$ cat config.mk
export PLATFORM = sky130hd
export DESIGN_NAME = sdram_arbit
export DESIGN_NICKNAME = d
export VERILOG_FILES = /design/src/rtl/sdram_arbit.sv
export SDC_FILE = /design/constraint.sdc
export NUM_CORES = 1
export LEC_CHECK = 0
export CAP_MARGIN = 40
export CELL_PAD_IN_SITES_DETAIL_PLACEMENT = 1
export CELL_PAD_IN_SITES_GLOBAL_PLACEMENT = 1
export CORE_MARGIN = 2
export CORE_UTILIZATION = 21
export CTS_CLUSTER_SIZE = 25
export DETAILED_ROUTE_END_ITERATION = 8
export PLACE_DENSITY_LB_ADDON = 0.12
export SYNTH_ARGS = -nofsm -noshare
export SYNTH_HDL_FRONTEND = slang
export SYNTH_SLANG_ARGS = --single-unit
export TNS_END_PERCENT = 5
$ cat constraint.sdc
create_clock -name sclk -period 2.05 [get_ports sclk]
set_input_delay 0.41 -clock sclk [delete_from_list [all_inputs] [get_ports sclk]]
set_output_delay 0.41 -clock sclk [all_outputs]
set_load 0.01 [all_outputs]
$ cat src/rtl/sdram_arbit.sv
// SDRAM command arbiter: grants init, auto-refresh, write and read sub-blocks one at a
// time, muxes the granted block onto the SDRAM pins and recovers stuck operations.
module sdram_arbit #(
   parameter logic [7:0] TIMEOUT = 8'd255,
   parameter logic [3:0] NOP     = 4'b0111
) (
   input  logic        sclk,
   input  logic        s_rst_n,
   input  logic        flag_init_end,
   input  logic [3:0]  init_cmd,
   input  logic [11:0] init_addr,
   input  logic        ref_req,
   input  logic        flag_ref_end,
   input  logic [3:0]  aref_cmd,
   input  logic [11:0] aref_addr,
   input  logic        wr_req,
   input  logic        flag_wr_end,
   input  logic [3:0]  wr_cmd,
   input  logic [11:0] wr_addr,
   input  logic [1:0]  wr_bank,
   input  logic        rd_req,
   input  logic        flag_rd_end,
   input  logic [3:0]  rd_cmd,
   input  logic [11:0] rd_addr,
   input  logic [1:0]  rd_bank,
   output logic [4:0]  state,
   output logic        ref_en,
   output logic        wr_en,
   output logic        rd_en,
   output logic [3:0]  sdram_cmd,
   output logic [11:0] sdram_addr,
   output logic [1:0]  sdram_bank,
   output logic        sdram_cke,
   output logic        timeout_err
);

   // One-hot encodings are decoded directly by the downstream sub-blocks.
   typedef enum logic [4:0] {
      IDLE  = 5'b00001,
      ARBIT = 5'b00010,
      AREF  = 5'b00100,
      READ  = 5'b01000,
      WRITE = 5'b10000
   } state_t;

   state_t      cur;
   state_t      nxt;
   logic [7:0]  op_cnt;
   logic [7:0]  op_cnt_nxt;
   logic        ref_en_nxt;
   logic        wr_en_nxt;
   logic        rd_en_nxt;
   logic        timeout_nxt;
   logic        end_flag;
   logic        expired;

   assign state    = cur;
   assign expired  = (op_cnt == TIMEOUT);
   assign end_flag = ((cur == AREF)  && flag_ref_end) ||
                     ((cur == WRITE) && flag_wr_end)  ||
                     ((cur == READ)  && flag_rd_end);

   always_comb begin
      nxt         = cur;
      op_cnt_nxt  = '0;
      ref_en_nxt  = 1'b0;
      wr_en_nxt   = 1'b0;
      rd_en_nxt   = 1'b0;
      timeout_nxt = 1'b0;
      case (cur)
         IDLE: begin
            if (flag_init_end) nxt = ARBIT;
         end
         ARBIT: begin
            if (ref_req) begin
               nxt        = AREF;
               ref_en_nxt = 1'b1;
            end else if (wr_req) begin
               nxt       = WRITE;
               wr_en_nxt = 1'b1;
            end else if (rd_req) begin
               nxt       = READ;
               rd_en_nxt = 1'b1;
            end
         end
         AREF, WRITE, READ: begin
            // A completion flag arriving on the expiry cycle takes precedence over the watchdog.
            if (end_flag) begin
               nxt = ARBIT;
            end else if (expired) begin
               nxt         = ARBIT;
               timeout_nxt = 1'b1;
            end else begin
               op_cnt_nxt = (op_cnt == '1) ? op_cnt : op_cnt + 8'd1;
            end
         end
         default: nxt = IDLE;
      endcase
   end

   always_ff @(posedge sclk or negedge s_rst_n) begin
      if (!s_rst_n) begin
         cur         <= IDLE;
         op_cnt      <= '0;
         ref_en      <= 1'b0;
         wr_en       <= 1'b0;
         rd_en       <= 1'b0;
         timeout_err <= 1'b0;
         sdram_cke   <= 1'b0;
      end else begin
         cur         <= nxt;
         op_cnt      <= op_cnt_nxt;
         ref_en      <= ref_en_nxt;
         wr_en       <= wr_en_nxt;
         rd_en       <= rd_en_nxt;
         timeout_err <= timeout_nxt;
         sdram_cke   <= 1'b1;
      end
   end

   always_comb begin
      sdram_cmd  = NOP;
      sdram_addr = '0;
      sdram_bank = '0;
      case (cur)
         IDLE: begin
            sdram_cmd  = init_cmd;
            sdram_addr = init_addr;
         end
         AREF: begin
            sdram_cmd  = aref_cmd;
            sdram_addr = aref_addr;
         end
         WRITE: begin
            sdram_cmd  = wr_cmd;
            sdram_addr = wr_addr;
            sdram_bank = wr_bank;
         end
         READ: begin
            sdram_cmd  = rd_cmd;
            sdram_addr = rd_addr;
            sdram_bank = rd_bank;
         end
         default: ;
      endcase
   end

endmodule

==> results by group, run 1 <==
Status
  • Outcome: complete, but fails checks
  • Violated checks: setup timing

Layout
  • Area growth from synthesis to layout: 105%
  • Final net count: 333
  • Non-filler cells in the finished layout: 326
  • Fill cells: 637
  • Ant diodes: 0
  • Share of layout cells above drive strength 1: around 24%
  • Final core area utilization: between 40% and 50%

Floorplan
  • Die span in y: a little over 80 um
  • Die width: slightly above 80 um
  • Initial core utilization: between 20% and 30%
  • Rows: 27
  • I/O pin cnt: 105
  • Core area: between 5000 and 6000 um^2
  • Die area: 6490 um^2

Synth
  • Syn Area/Cell: between 9 and 10 um^2
  • Yosys warnings: 0
  • Syn Nets: 211
  • EDFF count, synth: 0
  • Post-Syn Instances: 133
  • Unique masters post-synth: 37
  • Synth async-reset ratio: 100%
  • Flops & latches, synth: 18
  • Main synth FF type: dfrtp_1
  • Mapped Area: around 1200 um^2
  • Sequential share of the synthesized area: a little under two fifths

Timing
  • Hold Violations, Final: 0
  • Final slew viol count: 0
  • Tcrit/Tclk final: 105%
  • Final setup fails: 18
  • Clk_skew: 3.88 ps
  • Tmin final: between 2000 and 2500 ps
  • PnR worst setup slack: -111 ps
  • RSZ-0062 raised after global routing: yes
  • Fmax: 0.463 GHz

Routing
  • 1st-pass router iterations: 4
  • Residual DRC: 0
  • Top Layer Used: met4
  • DR vias: roughly 1,500
  • Met3 WL: 528 um
  • Met2 wire len: 2590 um
  • Drt wl/cell: 16.5 um
  • Initial DRC count: 18
  • Final antenna-violating net count: 0
  • M1 wire length: 2270 um
  • Final WL: approximately 5400 um
  • DR vias/cell: 4.65

Clock network
  • Clock Tree Root: clkbuf_8
  • Reg clk slew, reported paths: approximately 70 ps
  • TritonCTS buffer count: 3
  • CTS tree: yes
  • CTS HTree Levels: 1
  • Clk_lat worst skew: around 250 ps
  • CTS Buffer Depth: 2
  • Clock Sinks: 18

Global routing
  • First-pass GRT wire length: slightly above 8000 um
  • Initial antenna violation count: 0
  • GRT overflow: 0
  • Total track usage: between 10% and 20%
  • Pin count of the biggest net entering global routing: 19
  • Number of global-route vias before repair: approximately 1,600

Setup path
  • Crit path DAT: between 1500 and 2000 ps
  • WS Path Type: reg2out
  • Crit path required time: approximately 1600 ps
  • Worst setup SP type: flip-flop
  • Largest fanout on the critical path: 3
  • Worst Setup End Kind: output pin

Power and ir drop
  • Max rail drop VDD: about 350 uV
  • Static Leak: 1.09 nW
  • P per Cell Area: approximately 700 nW/um^2

Hold path
  • Worst Hold Class: reg2reg

Flow run
  • Max Cap Viol: 0

Placement
  • Place WS: -279 ps
  • Port Buffer Count: 104
  • Placed Cells: 320
  • Post-DP HPWL: 4340 um
  • RePlAce Congestion: around 0.8
-- through the flow --
stage	hold WS [ps]	instance area (um^2)	total power, mW	setup TNS [ps]
2_1_floorplan	114	1230	0.858	0
3_3_place_gp	452	2480	1.53	-3270
3_5_place_dp	456	2480	1.54	-3880
4_1_cts	466	2540	1.73	-3180
5_1_grt	516	2520	1.86	-2800
6_report	467	2520	1.74	-1090
-- worst max-delay path, stage by stage (launching register included) --
cell and delay (ps):
dfstp_2 530, or3_4 150, nor3_4 50, buf_4 140, a222oi_1 350, o21ai_1 110
buf_2 160
-- layer usage --
metal  vias to the layer above  global-route usage (%)
met5                         -                       0
met4                         0                    2.54
met3                         2                    3.93
met2                        70                    28.8
met1                       705                    19.8
li1                        738                       -
-- flip-flops by register name (all words and copies together) (netlist names) --
name         count
op_cnt           8
rd_en            1
ref_en           1
sdram_cke        1
state            5
timeout_err      1
wr_en            1
-- timing repair --
item	4_1_cts	5_1_grt
pin swaps	6	5
hold buffers	0	0
setup endpoints to repair	18	18
cloned	1	0
resized for setup	85	7
buffers inserted	3	0
-- layout make-up --
| cell class | count | area (um^2) | area share (%) |
|---|---|---|---|
| timing repair buffer | 126 | 1170 | 46.6 |
| clock buffer | 4 | 55.1 | 2.18 |
| multi-input combinational | 103 | 738 | 29.3 |
| inverter | 3 | 11.3 | 0.447 |
| sequential | 18 | 452 | 17.9 |
| tap | 72 | 90.1 | 3.57 |
-- final timing paths --
check | startpoint | end | slack [ps] | cells past startpoint
min in group asynchronous | s_rst_n | op_cnt[1]$_DFF_PN0_ | 480 | 2
worst min-delay path | op_cnt[0]$_DFF_PN0_ | op_cnt[0]$_DFF_PN0_ | 470 | 1
worst max register to register | state[4]$_DFFE_PN0P_ | op_cnt[3]$_DFF_PN0_ | 330 | 7
max in group asynchronous | s_rst_n | state[0]$_DFFE_PN1P_ | 1310 | 2
worst max-delay path | state[0]$_DFFE_PN1P_ | sdram_cmd[0] | -110 | 6
worst min register to register | op_cnt[0]$_DFF_PN0_ | op_cnt[0]$_DFF_PN0_ | 470 | 1
-- logic make-up (layout without fill, tap and decap cells) --
family	after synthesis	in the layout	share of synthesized area [%]
and+or+nand+nor	52	52	24.1
AOI/OAI and AO/OA	42	42	26.4
DFF	18	18	36.7
buffers and inverters	12	133	6.50
xor gates and xnor gates	7	7	4.98
adders and majority gates	1	1	1.02
other	1	1	0.305
-- Yosys cell counts, types with 2 or more instances --
master	number	area, um^2
dfrtp_1	17	425
a22o_2	2	20.0
xnor2_1	3	26.3
a21o_1	2	15.0
o21bai_1	2	15.0
buf_4	2	15.0
inv_1	3	11.3
nand3b_1	2	15.0
nor2_1	12	45.0
buf_6	3	33.8
buf_2	3	15.0
nor3_4	2	32.5
and2_1	2	12.5
a22oi_1	26	195
nor2b_1	3	18.8
a222oi_1	3	30.0
nand3_1	6	30.0
and3_1	3	18.8
o21ai_0	4	20.0
nand2_1	13	48.8
xor2_1	4	35.0
-- cell usage in the layout, fill, tap and decap left out, drive strengths merged, types with 2 or more instances in the layout --
| cell type | Yosys | routed |
|---|---|---|
| a222oi | 3 | 3 |
| a22oi | 26 | 26 |
| and3 | 4 | 4 |
| o21ai | 4 | 4 |
| buf | 8 | 40 |
| a21o | 3 | 3 |
| clkdlybuf4s50 | 0 | 86 |
| nand3 | 6 | 6 |
| and2 | 2 | 2 |
| nor2 | 12 | 12 |
| nor2b | 3 | 3 |
| xor2 | 4 | 4 |
| a22o | 2 | 2 |
| dfrtp | 17 | 17 |
| nand3b | 2 | 2 |
| inv | 3 | 3 |
| o21bai | 2 | 2 |
| xnor2 | 3 | 3 |
| clkbuf | 1 | 4 |
| nand2 | 13 | 13 |
| nor3 | 2 | 2 |
-- where the power goes --
part           total [mW]  internal (mW)  switching (mW)
registers           0.409          0.392          0.0167
logic                1.05          0.563           0.483
clock network       0.288          0.170           0.118
total                1.74           1.13           0.617
No activity file was read; power rests on OpenSTA's default activity.
==> run 2: changes to the inputs <==
- CAP_MARGIN: 40 -> 20
==> results of run 2 <==
The final DEF is identical to that of run 1; final timing and power are the same.
